$ cat src/rtl/spi_master_ctrl.sv
// SPI initiator (mode 0) for the SPI slave/RAM block: one 10-bit RAM command per
// frame with a write/read prefix bit, plus an 8-bit reply capture for read-data commands.
`timescale 1ns/1ps

// state    | meaning
// S_IDLE   | ready for a command, link idle
// S_SELECT | ss_n low, prefix bit on mosi, one clk of setup
// S_TX     | 11 command bits shifted out MSB first
// S_TURN   | dummy pulses covering the RAM reply latency
// S_RX     | 8 reply bits sampled on sclk rise
// S_DESEL  | ss_n high gap, reply published on entry

module spi_master_ctrl #(
   parameter int CLK_DIV     = 2,
   parameter int TURN_PULSES = 1
) (
   input  logic       clk,
   input  logic       rst_n,
   input  logic       cmd_valid,
   output logic       cmd_ready,
   input  logic [9:0] cmd_din,
   output logic [7:0] rd_data,
   output logic       rd_valid,
   output logic       busy,
   output logic       sclk,
   output logic       ss_n,
   output logic       mosi,
   input  logic       miso
);

   localparam logic [2:0] S_IDLE   = 3'd0;
   localparam logic [2:0] S_SELECT = 3'd1;
   localparam logic [2:0] S_TX     = 3'd2;
   localparam logic [2:0] S_TURN   = 3'd3;
   localparam logic [2:0] S_RX     = 3'd4;
   localparam logic [2:0] S_DESEL  = 3'd5;

   localparam logic [8:0] DIV_LOAD   = 9'(CLK_DIV - 1);
   localparam logic [8:0] DESEL_LOAD = 9'(2 * CLK_DIV - 1);
   localparam logic [4:0] TX_LOAD    = 5'd21;
   localparam logic [4:0] RX_LOAD    = 5'd15;
   localparam logic [4:0] TURN_LOAD  = (TURN_PULSES > 0) ? 5'(2 * TURN_PULSES - 1) : 5'd0;

   logic [2:0]  state;
   logic [10:0] shreg;
   logic [1:0]  op;
   logic [7:0]  rx_shreg;
   logic [8:0]  div_cnt;
   logic [4:0]  half_cnt;

   assign cmd_ready = (state == S_IDLE);
   assign busy      = ~cmd_ready;
   // shreg is cleared outside TX, so mosi is a flop output that idles low
   assign mosi      = shreg[10];

   always_ff @(posedge clk or negedge rst_n) begin
      if (!rst_n) begin
         state    <= S_IDLE;
         shreg    <= 11'd0;
         op       <= 2'd0;
         rx_shreg <= 8'd0;
         div_cnt  <= 9'd0;
         half_cnt <= 5'd0;
         sclk     <= 1'b0;
         ss_n     <= 1'b1;
         rd_data  <= 8'd0;
         rd_valid <= 1'b0;
      end else begin
         rd_valid <= 1'b0;
         case (state)
            S_IDLE: begin
               if (cmd_valid) begin
                  shreg <= {cmd_din[9], cmd_din};
                  op    <= cmd_din[9:8];
                  ss_n  <= 1'b0;
                  state <= S_SELECT;
               end
            end
            S_SELECT: begin
               div_cnt  <= DIV_LOAD;
               half_cnt <= TX_LOAD;
               state    <= S_TX;
            end
            S_TX, S_TURN, S_RX: begin
               if (div_cnt != 9'd0) begin
                  div_cnt <= div_cnt - 9'd1;
               end else begin
                  div_cnt <= DIV_LOAD;
                  sclk    <= ~sclk;
                  if (half_cnt != 5'd0) half_cnt <= half_cnt - 5'd1;
                  if (!sclk) begin
                     if (state == S_RX) rx_shreg <= {rx_shreg[6:0], miso};
                  end else if (half_cnt != 5'd0) begin
                     if (state == S_TX) shreg <= {shreg[9:0], 1'b0};
                  end else begin
                     // last falling edge of the phase
                     case (state)
                        S_TX: begin
                           shreg <= 11'd0;
                           if (op == 2'b01) begin
                              if (TURN_PULSES > 0) begin
                                 state    <= S_TURN;
                                 half_cnt <= TURN_LOAD;
                              end else begin
                                 state    <= S_RX;
                                 half_cnt <= RX_LOAD;
                              end
                           end else begin
                              state   <= S_DESEL;
                              ss_n    <= 1'b1;
                              div_cnt <= DESEL_LOAD;
                           end
                        end
                        S_TURN: begin
                           state    <= S_RX;
                           half_cnt <= RX_LOAD;
                        end
                        default: begin
                           state    <= S_DESEL;
                           ss_n     <= 1'b1;
                           div_cnt  <= DESEL_LOAD;
                           rd_data  <= rx_shreg;
                           rd_valid <= 1'b1;
                        end
                     endcase
                  end
               end
            end
            S_DESEL: begin
               if (div_cnt != 9'd0) div_cnt <= div_cnt - 9'd1;
               else                 state   <= S_IDLE;
            end
            default: state <= S_IDLE;
         endcase
      end
   end

endmodule

$ cat config.mk
export PLATFORM = sky130hd
export DESIGN_NAME = spi_master_ctrl
export DESIGN_NICKNAME = d
export VERILOG_FILES = /design/src/rtl/spi_master_ctrl.sv
export SDC_FILE = /design/constraint.sdc
export NUM_CORES = 1
export LEC_CHECK = 0
export CAP_MARGIN = 20
export CORE_MARGIN = 2
export CORE_UTILIZATION = 25
export CTS_CLUSTER_DIAMETER = 60
export DETAILED_ROUTE_END_ITERATION = 10
export PLACE_DENSITY = 0.53
export REMOVE_ABC_BUFFERS = 1
export SLEW_MARGIN = 30
export SYNTH_ARGS = -nofsm -noshare
export SYNTH_HDL_FRONTEND = slang
export SYNTH_SLANG_ARGS = --single-unit
$ cat constraint.sdc
create_clock -name clk -period 4.8 [get_ports clk]
set_clock_uncertainty 0.05 [all_clocks]
set_input_delay 0.96 -clock clk [delete_from_list [all_inputs] [get_ports clk]]
set_output_delay 0.96 -clock clk [all_outputs]
set_load 0.02 [all_outputs]
==> run summary, run 1 <==
outcome -> finished clean
Async S/R FF share, synth -> 100.0%
post-synthesis cell count -> 224
All-Layer GR Usage -> 10.74%
Clk network pwr share -> 21.1%
I/O pins -> 28
Worst-Skew Late Latency -> 0.31 ns
most common cell after layout, fill and taps aside -> dfrtp_1
CP Data Arrival Time -> 2.12 ns
Max-cap violations -> 0
share of layout cells above drive strength 1 -> 17.65%
final worst path period need -> 3.126 ns
Layout Nets -> 270
Synth Flop Type -> dfrtp_1
chip height -> 103.3 µm
Worst-path clk slew -> 0.10 ns
CTS tree -> yes
Yosys top cell by area -> dfrtp_1
Max Freq -> 0.3199 GHz
first-pass GRT wire length -> 8907 µm
clock buffer depth -> 2
Final Wtd Congestion -> 0.7999
cell count after placement -> 380
DRT Pass-1 Iters -> 4
DR vias/cell -> 4.456
crit path launch type -> flip-flop
n_diodes -> 0
PostCTS Resize Cnt -> 0
pre-CTS WS -> 2.023 ns
Worst setup EP type -> output pin
grt ovf -> 0
Ys Warns -> 0
H-tree levels -> 2
final setup violating endpoints -> 0
leakage power figure -> 1.261 nW
Total Wirelength -> 5045 µm
worst-path cell chain -> clkinv_1 -> nand2_1 -> clkdlybuf4s50_1
net switching power -> 672.2 µW
Iter 0 DRT Violations -> 113
core area -> 9684 µm²
initial antenna violation count -> 0
DR vias -> 1729
Avg WL per Cell -> 13.00 µm
Comb pwr share -> 40.6%
Post-synth EDFFs -> 0
final-report max-slew violation count -> 0
PnR worst setup slack -> 1.674 ns
Slowest cell on crit path -> clkdlybuf4s50_1
post-synth top area share -> 48.76%
number of buffers added for setup after CTS -> 0
Num CTS Buffers -> 5
worst slew pin tran -> 0.8235 ns
area grow syn2layout -> 22.75%
Max transition margin -> 44.73%
post-synthesis sequential area ratio -> 49.82%
synth unique cells -> 56
Tot Pwr -> 1.704 mW
CP Class -> reg2out
port bufs -> 27
root buf cell -> clkbuf_8
Core Rows -> 36
Seq cells post-synth -> 49
die span in x -> 103.3 µm
largest net degree at the start of global routing -> 50
syn_area_per_cell -> 11.00 µm²
Clock Sinks -> 49
Seq pwr share -> 38.3%
most frequent cells in the layout -> dfrtp_1 (48), clkdlybuf4s50_1 (26), nand2_1 (24)
Die Area -> 10660 µm²
vias in the first global route -> 1751
Final Non-Filler Cells -> 388
PD cells -> 563.5 nW/µm²
post-route setup TNS -> 0 ns
CP Max Fanout -> 14
CTS Hold Bufs -> 0
crit-path max cell delay -> 0.65 ns
Max rail drop VDD -> 0.2632 mV
largest cells by area after synthesis -> dfrtp_1 (49%), mux2_2 (5.0%), mux2_4 (4.9%)
Final HPWL DP -> 3539 µm
Cell Area, Synth -> 2464 µm²
Fin. Hold Viols -> 0
initial cell density of the core -> 25.44%
drc violations -> 0
fin crit share -> 65.12%
RSZ-0062 raised after global routing -> false
Cell Int Power -> 1.032 mW
Hold Path Class -> reg2reg
Critical Path RT -> 3.79 ns
Detail Route Antenna Nets -> 0
switching share of power -> 39.45%
critical path: cells and delay by family (launching register included):
kind / cells / cell delay [ns]
buf+inv: 2 / 0.96
flops: 1 / 0.56
simple gates: 1 / 0.29
sequential cells by signal, summed over array words and instances, names as in the netlist:
register	cells
shreg	11
div_cnt	9
rd_data	8
rx_shreg	8
half_cnt	5
state	3
op	2
rd_valid	1
sclk	1
ss_n	1
cells by family (layout without fill, tap and decap cells):
group	Yosys count	in the layout	share of synthesized area, %
mux	20	20	10.36
fa+ha+maj	2	2	1.016
buf+inv	15	46	2.489
simple gates	74	74	18.13
compound gates	58	58	16.05
xor+xnor	6	6	2.133
flops	49	49	49.82
power groups by stage:
| stage | combinational [mW] | sequential [mW] | clock [mW] |
|---|---|---|---|
| after floorplan | 0.494 | 0.644 | 0 |
| after global placement | 0.688 | 0.656 | 0 |
| after detailed placement | 0.696 | 0.658 | 0 |
| after CTS | 0.697 | 0.652 | 0.373 |
| after global routing | 0.792 | 0.677 | 0.388 |
| final | 0.691 | 0.653 | 0.360 |
Yosys cell counts (4+ instances only):
library cell and count:
a21oi_1 13, mux2_2 11, dfrtp_1 48, nand2_1 24
nor2_1 12, buf_2 4, o21ai_1 4, mux2_4 8
o211ai_1 8, xor2_1 5, and3_1 8, inv_1 7
o21ai_0 13, nand3_1 4
final timing paths:
check,start,cells after the start,slack [ns],endpoint
max,state[2],3,1.67,busy
min,shreg[0],2,0.43,shreg[0]
max reg2reg,div_cnt[0],6,2.30,rd_data[0]
min reg2reg,shreg[0],2,0.43,shreg[0]
max in group asynchronous,rst_n,2,3.57,shreg[3]
min in group asynchronous,rst_n,2,0.68,div_cnt[7]
through the flow:
step	util, %	cell area (µm²)	hold slack, ns
3_3_place_gp	29.81	2887	0.4030
2_1_floorplan	-	2432	0.3918
6_report	31.23	3024	0.4281
3_5_place_dp	29.81	2887	0.4127
4_1_cts	31.23	3024	0.4351
5_1_grt	31.23	3024	0.4597
final cells by class:
class,instances,area (µm²)
well taps,133,166.4
repair buffers,30,287.8
fillers,1007,6660
clock buffers,5,68.82
clock inverters,3,68.82
inverters,8,30.03
flip-flops and latches,49,1227
multi-input cells,160,1175
metal layers:
metal	wire length [µm]	GRT usage [%]
met2	2189	15.98
met5	0	0
met1	2642	15.95
met3	169	2.151
met4	42	2.733
No activity file was read; power rests on OpenSTA's default activity.
==> inputs of run 2 (changes only) <==
--- a/config.mk
+++ b/config.mk
@@ -10,7 +10,7 @@
 export CORE_UTILIZATION = 25
 export CTS_CLUSTER_DIAMETER = 60
 export DETAILED_ROUTE_END_ITERATION = 10
-export PLACE_DENSITY = 0.53
+export PLACE_DENSITY = 0.54
 export REMOVE_ABC_BUFFERS = 1
 export SLEW_MARGIN = 30
 export SYNTH_ARGS = -nofsm -noshare
==> constraint.sdc (replaced) <==
create_clock -name clk -period 2.65 [get_ports clk]
set_clock_uncertainty 0.05 [all_clocks]
set_input_delay 0.53 -clock clk [delete_from_list [all_inputs] [get_ports clk]]
set_output_delay 0.53 -clock clk [all_outputs]
set_load 0.02 [all_outputs]
==> run 2 against run 1 <==
Compared with the run above: first-iteration DRC count fell by 0.88%; cell count rose by 1.0%; clock-buffer cell count did not move; flip-flop and latch count did not move; die area did not move; critical path depth rose by 1; largest cell class unchanged; highest routed layer unchanged.
==> run summary, run 2 (synthesis gave the netlist of run 1 again) <==
Clock Sinks -> 49 (unchanged)
Detail Route Antenna Nets -> 0 (unchanged)
Worst setup EP type -> output pin
initial cell density of the core -> 25.44% (unchanged)
DRT Pass-1 Iters -> 4 (unchanged)
Worst-path clk slew -> 0.10 ns (about the same)
port bufs -> 27 (unchanged)
grt ovf -> 0 (unchanged)
biggest regs -> shreg (11), div_cnt (9)
Max-cap violations -> 0 (unchanged)
RSZ-0062 raised after global routing -> false
largest net degree at the start of global routing -> 50 (unchanged)
final setup violating endpoints -> 0 (unchanged)
most common cell after layout, fill and taps aside -> dfrtp_1
Critical Path Start -> state[0]
CP Max Fanout -> 12 (-2)
I/O pins -> 28 (unchanged)
Max Freq -> 0.4003 GHz
Total Wirelength -> 5104 µm (+1.2%)
CP Data Arrival Time -> 1.92 ns (-0.20 ns)
final core occ -> 31.34% (+0.12 points)
leakage power figure -> 1.266 nW (+0.42%)
Critical Path RT -> 2.07 ns (-1.72 ns)
H-tree levels -> 2 (unchanged)
Max transition margin -> 57.63% (+13 points)
Core Rows -> 36 (unchanged)
most frequent cells in the layout -> dfrtp_1 (47), clkdlybuf4s50_1 (26), nand2_1 (24)
area grow syn2layout -> 23.21%
final worst path period need -> 2.498 ns
outcome -> finished clean
first-pass GRT wire length -> 9004 µm (+1.1%)
Die Area -> 10660 µm² (unchanged)
root buf cell -> clkbuf_8
Hold Path Class -> in2async
drc violations -> 0 (unchanged)
DR vias -> 1809 (+4.6%)
share of layout cells above drive strength 1 -> 19.69% (+2.0 points)
initial antenna violation count -> 0 (unchanged)
# fillers -> 1017 (+0.99%)
largest register by flop count -> shreg
chip height -> 103.3 µm (unchanged)
PD cells -> 993.1 nW/µm² (+76%)
CP Class -> reg2out
hold slack -> 0.2666 ns (-0.1615 ns)
Final HPWL DP -> 3610 µm (+2.0%)
Final Wtd Congestion -> 0.8135 (+1.7%)
final-report max-slew violation count -> 0 (unchanged)
Max rail drop VDD -> 0.4359 mV (+66%)
worst slew pin tran -> 0.6355 ns (-0.1880 ns)
Layout Nets -> 274 (+1.5%)
CTS tree -> yes
crit path launch type -> flip-flop
PnR worst setup slack -> 0.1516 ns (-1.523 ns)
worst r2r src -> state[2]
post-route setup TNS -> 0 ns (unchanged)
Tot Pwr -> 3.014 mW (+77%)
Iter 0 DRT Violations -> 112 (-0.88%)
n_diodes -> 0 (unchanged)
fin crit share -> 94.28%
core area -> 9684 µm² (unchanged)
vias in the first global route -> 1781 (+1.7%)
reg2reg path depth -> 5 (-1)
pre-CTS WS -> 0.4024 ns (-1.620 ns)
Fin. Hold Viols -> 0 (unchanged)
Avg WL per Cell -> 13.02 µm (+0.14%)
clock buffer depth -> 2 (unchanged)
Num CTS Buffers -> 5 (unchanged)
DR vias/cell -> 4.615 (+3.6%)
die span in x -> 103.3 µm (unchanged)
Worst-Skew Late Latency -> 0.30 ns (about the same)
max FFs per register -> 11 (unchanged)
All-Layer GR Usage -> 10.61% (-0.13 points)
[run 2: report_power, final]
part | switching, mW | internal, mW | leakage [nW] | total, mW
combinational | 0.731 | 0.547 | 0.580 | 1.28
clock | 0.265 | 0.283 | 0.0543 | 0.548
sequential | 0.228 | 0.962 | 0.632 | 1.19
[run 2: cell type report]
class,count,area [µm²],area share (%)
Sequential cell,49,1229,40.48
Multi-Input combinational cell,160,1177,38.79
Timing Repair Buffer,34,317.8,10.47
Tap cell,133,166.4,5.482
Clock buffer,5,68.82,2.267
Clock inverter,3,46.29,1.525
Inverter,8,30.03,0.9893
[run 2: through the flow]
stage	cell area, µm²	std cells
4_1_cts	3032	392
3_5_place_dp	2917	384
5_1_grt	3035	392
6_report	3035	392
2_1_floorplan	2432	217
3_3_place_gp	2917	384
[run 2: timing repair]
action                                 in CTS  in global routing
gates resized for setup                     0                  2
hold buffers                                0                  0
endpoints found under the hold margin       0                  0
buffers inserted                            0                  0
setup endpoints to repair                   0                  1
[run 2: final timing paths]
| check | endpoint | slack (ns) |
|---|---|---|
| max in group asynchronous | state[1] | 1.81 |
| max reg2reg | half_cnt[2] | 0.42 |
| min | rd_data[5] | 0.27 |
| min in group clk | shreg[3] | 0.43 |
| min reg2reg | shreg[3] | 0.43 |
| max | cmd_ready | 0.15 |
[run 2: critical path, cell delays in order, from the launching register on]
cell and delay (ns):
dfrtp_1 0.51, nor2_2 0.20, nand2_1 0.21, inv_1 0.10
clkdlybuf4s50_1 0.60
[run 2: per-layer routing]
| metal | track usage (%) | vias to the layer above | part of all wire, % |
|---|---|---|---|
| met2 | 16.28 | 37 | 44 |
| met5 | 0 | - | 0 |
| met3 | 2.688 | 5 | 4.3 |
| met1 | 15.07 | 878 | 51 |
| met4 | 2.530 | 0 | 0.94 |
| li1 | - | 889 | - |
==> inputs of run 3 (changes only) <==
--- a/config.mk
+++ b/config.mk
@@ -10,7 +10,7 @@
 export CORE_UTILIZATION = 25
 export CTS_CLUSTER_DIAMETER = 60
 export DETAILED_ROUTE_END_ITERATION = 10
-export PLACE_DENSITY = 0.54
+export PLACE_DENSITY = 0.53
 export REMOVE_ABC_BUFFERS = 1
 export SLEW_MARGIN = 30
 export SYNTH_ARGS = -nofsm -noshare
==> constraint.sdc (replaced) <==
create_clock -name clk -period 2.6 [get_ports clk]
set_clock_uncertainty 0.05 [all_clocks]
set_input_delay 0.52 -clock clk [delete_from_list [all_inputs] [get_ports clk]]
set_output_delay 0.52 -clock clk [all_outputs]
set_load 0.02 [all_outputs]
==> run 3 against run 2 <==
Compared with the run above: global-route usage shrank 0.10 points; non-clock buffer count is the same; core utilization decreased by 0.25 points; register-to-register slack worse by 0.10 ns; largest power group unchanged.
==> run summary, run 3 (synthesis gave the netlist of run 1 again) <==
final-report max-slew violation count -> 0 (unchanged)
initial antenna violation count -> 0 (unchanged)
Max rail drop VDD -> 0.4363 mV (about the same)
core area -> 9684 µm² (unchanged)
PD cells -> 986.5 nW/µm² (-0.66%)
die span in x -> 103.3 µm (unchanged)
Final Wtd Congestion -> 0.8182 (+0.58%)
vias in the first global route -> 1807 (+1.5%)
CP Max Fanout -> 12 (unchanged)
crit-path max cell delay -> 0.59 ns (about the same)
Clock Sinks -> 49 (unchanged)
global-route met2 utilization -> 15.88% (-0.40 points)
RSZ-0062 raised after global routing -> false
Iter 0 DRT Violations -> 91 (-19%)
pre-CTS WS -> 0.3633 ns (-0.03911 ns)
number of buffers added for setup after CTS -> 0 (unchanged)
Layout Nets -> 274 (unchanged)
drc violations -> 0 (unchanged)
grt met1 use -> 14.81% (-0.26 points)
DR vias -> 1811 (+0.11%)
Core Rows -> 36 (unchanged)
chip height -> 103.3 µm (unchanged)
root buf cell -> clkbuf_8
Detail Route Antenna Nets -> 0 (unchanged)
Total Wirelength -> 4984 µm (-2.4%)
clock buffer depth -> 2 (unchanged)
CTS tree -> yes
largest register by flop count -> shreg
initial cell density of the core -> 25.44% (unchanged)
I/O pins -> 28 (unchanged)
CP Class -> reg2out
DRT Pass-1 Iters -> 4 (unchanged)
Worst-path clk slew -> 0.09 ns (about the same)
Tot Pwr -> 2.971 mW (-1.4%)
Worst setup EP type -> output pin
largest net degree at the start of global routing -> 50 (unchanged)
Worst-Skew Late Latency -> 0.30 ns (about the same)
fin crit share -> 93.49%
first-pass GRT wire length -> 8880 µm (-1.4%)
crit path launch type -> flip-flop
Slowest cell on crit path -> clkdlybuf4s50_1
final instance area -> 3012 µm² (-0.78%)
most frequent cells in the layout -> dfrtp_1 (48), clkdlybuf4s50_1 (26), nand2_1 (23)
final setup violating endpoints -> 0 (unchanged)
outcome -> finished clean
Max-cap violations -> 0 (unchanged)
DR vias/cell -> 4.620 (+0.11%)
GR Util met3 -> 2.688% (unchanged)
Reg area -> 1227 µm² (-0.10%)
Hold Path Class -> in2async
Critical Path RT -> 2.03 ns (-0.04 ns)
CP Data Arrival Time -> 1.86 ns (-0.06 ns)
biggest regs -> shreg (11), div_cnt (9)
CTS Hold Bufs -> 0 (unchanged)
max FFs per register -> 11 (unchanged)
share of layout cells above drive strength 1 -> 19.69% (unchanged)
Placed Area -> 2917 µm² (unchanged)
Num CTS Buffers -> 5 (unchanged)
busiest grt layer -> met2
Max transition margin -> 58.06% (+0.43 points)
Die Area -> 10660 µm² (unchanged)
worst slew pin tran -> 0.6290 ns (-0.006488 ns)
final worst path period need -> 2.431 ns
PnR worst setup slack -> 0.1693 ns (+0.01767 ns)
port bufs -> 27 (unchanged)
post-route setup TNS -> 0 ns (unchanged)
most common cell after layout, fill and taps aside -> dfrtp_1
Final HPWL DP -> 3523 µm (-2.4%)
Avg WL per Cell -> 12.71 µm (-2.4%)
n_diodes -> 0 (unchanged)
worst-path cell chain -> nor2_2 -> nand2_2 -> inv_1 -> clkdlybuf4s50_1
Fin. Hold Viols -> 0 (unchanged)
area grow syn2layout -> 22.24%
H-tree levels -> 2 (unchanged)
hold slack -> 0.2582 ns (-0.008361 ns)
Max Freq -> 0.4114 GHz
Multi-input gate area -> 1180 µm² (+0.21%)
leakage power figure -> 1.258 nW (-0.70%)
grt ovf -> 0 (unchanged)
All-Layer GR Usage -> 10.51% (-0.10 points)
# fillers -> 999 (-1.8%)
==> run 3: per-layer routing <==
metal / routed length, µm / part of all wire (%)
met2: 2235 / 45
met3: 174 / 3.5
met1: 2508 / 50
met4: 65 / 1.3
met5: 0 / 0
==> run 3: per-stage QoR <==
step	utilization (%)	instances
2_1_floorplan	-	217
3_3_place_gp	30.12	384
3_5_place_dp	30.12	384
4_1_cts	31.05	392
5_1_grt	31.10	392
6_report	31.10	392
==> run 3: final timing paths <==
check | from | end | slack [ns] | cells after the start
worst max-delay path | state[1] | cmd_ready | 0.17 | 4
worst min-delay path | rst_n | div_cnt[2] | 0.26 | 2
worst max register to register | state[2] | half_cnt[2] | 0.32 | 5
worst min register to register | shreg[1] | shreg[1] | 0.43 | 2
max in group asynchronous | rst_n | shreg[0] | 1.81 | 2
min in group clk | shreg[1] | shreg[1] | 0.43 | 2
==> run 3: final cells by class <==
cell class | count | share of cell area, %
flip-flops and latches | 49 | 40.76
repair buffers | 34 | 10.55
well taps | 133 | 5.526
multi-input cells | 160 | 39.18
inverters | 8 | 0.9971
clock inverters | 3 | 0.7063
clock buffers | 5 | 2.285
==> run 3: repair_timing <==
action,CTS,global route
setup endpoints to repair,0,2
hold endpoints to repair,0,0
gates resized for setup,0,2
==> run 3: power breakdown <==
group	leakage, nW	switching (mW)	internal, mW
clock network	0.0445	0.263	0.191
logic	0.580	0.749	0.559
registers	0.633	0.230	0.979
==> run 3: critical path, delay by kind of cell, from the launching register on <==
kind | cells | cell delay, ns
buffers and inverters | 2 | 0.67
DFF | 1 | 0.51
and+or+nand+nor | 2 | 0.38
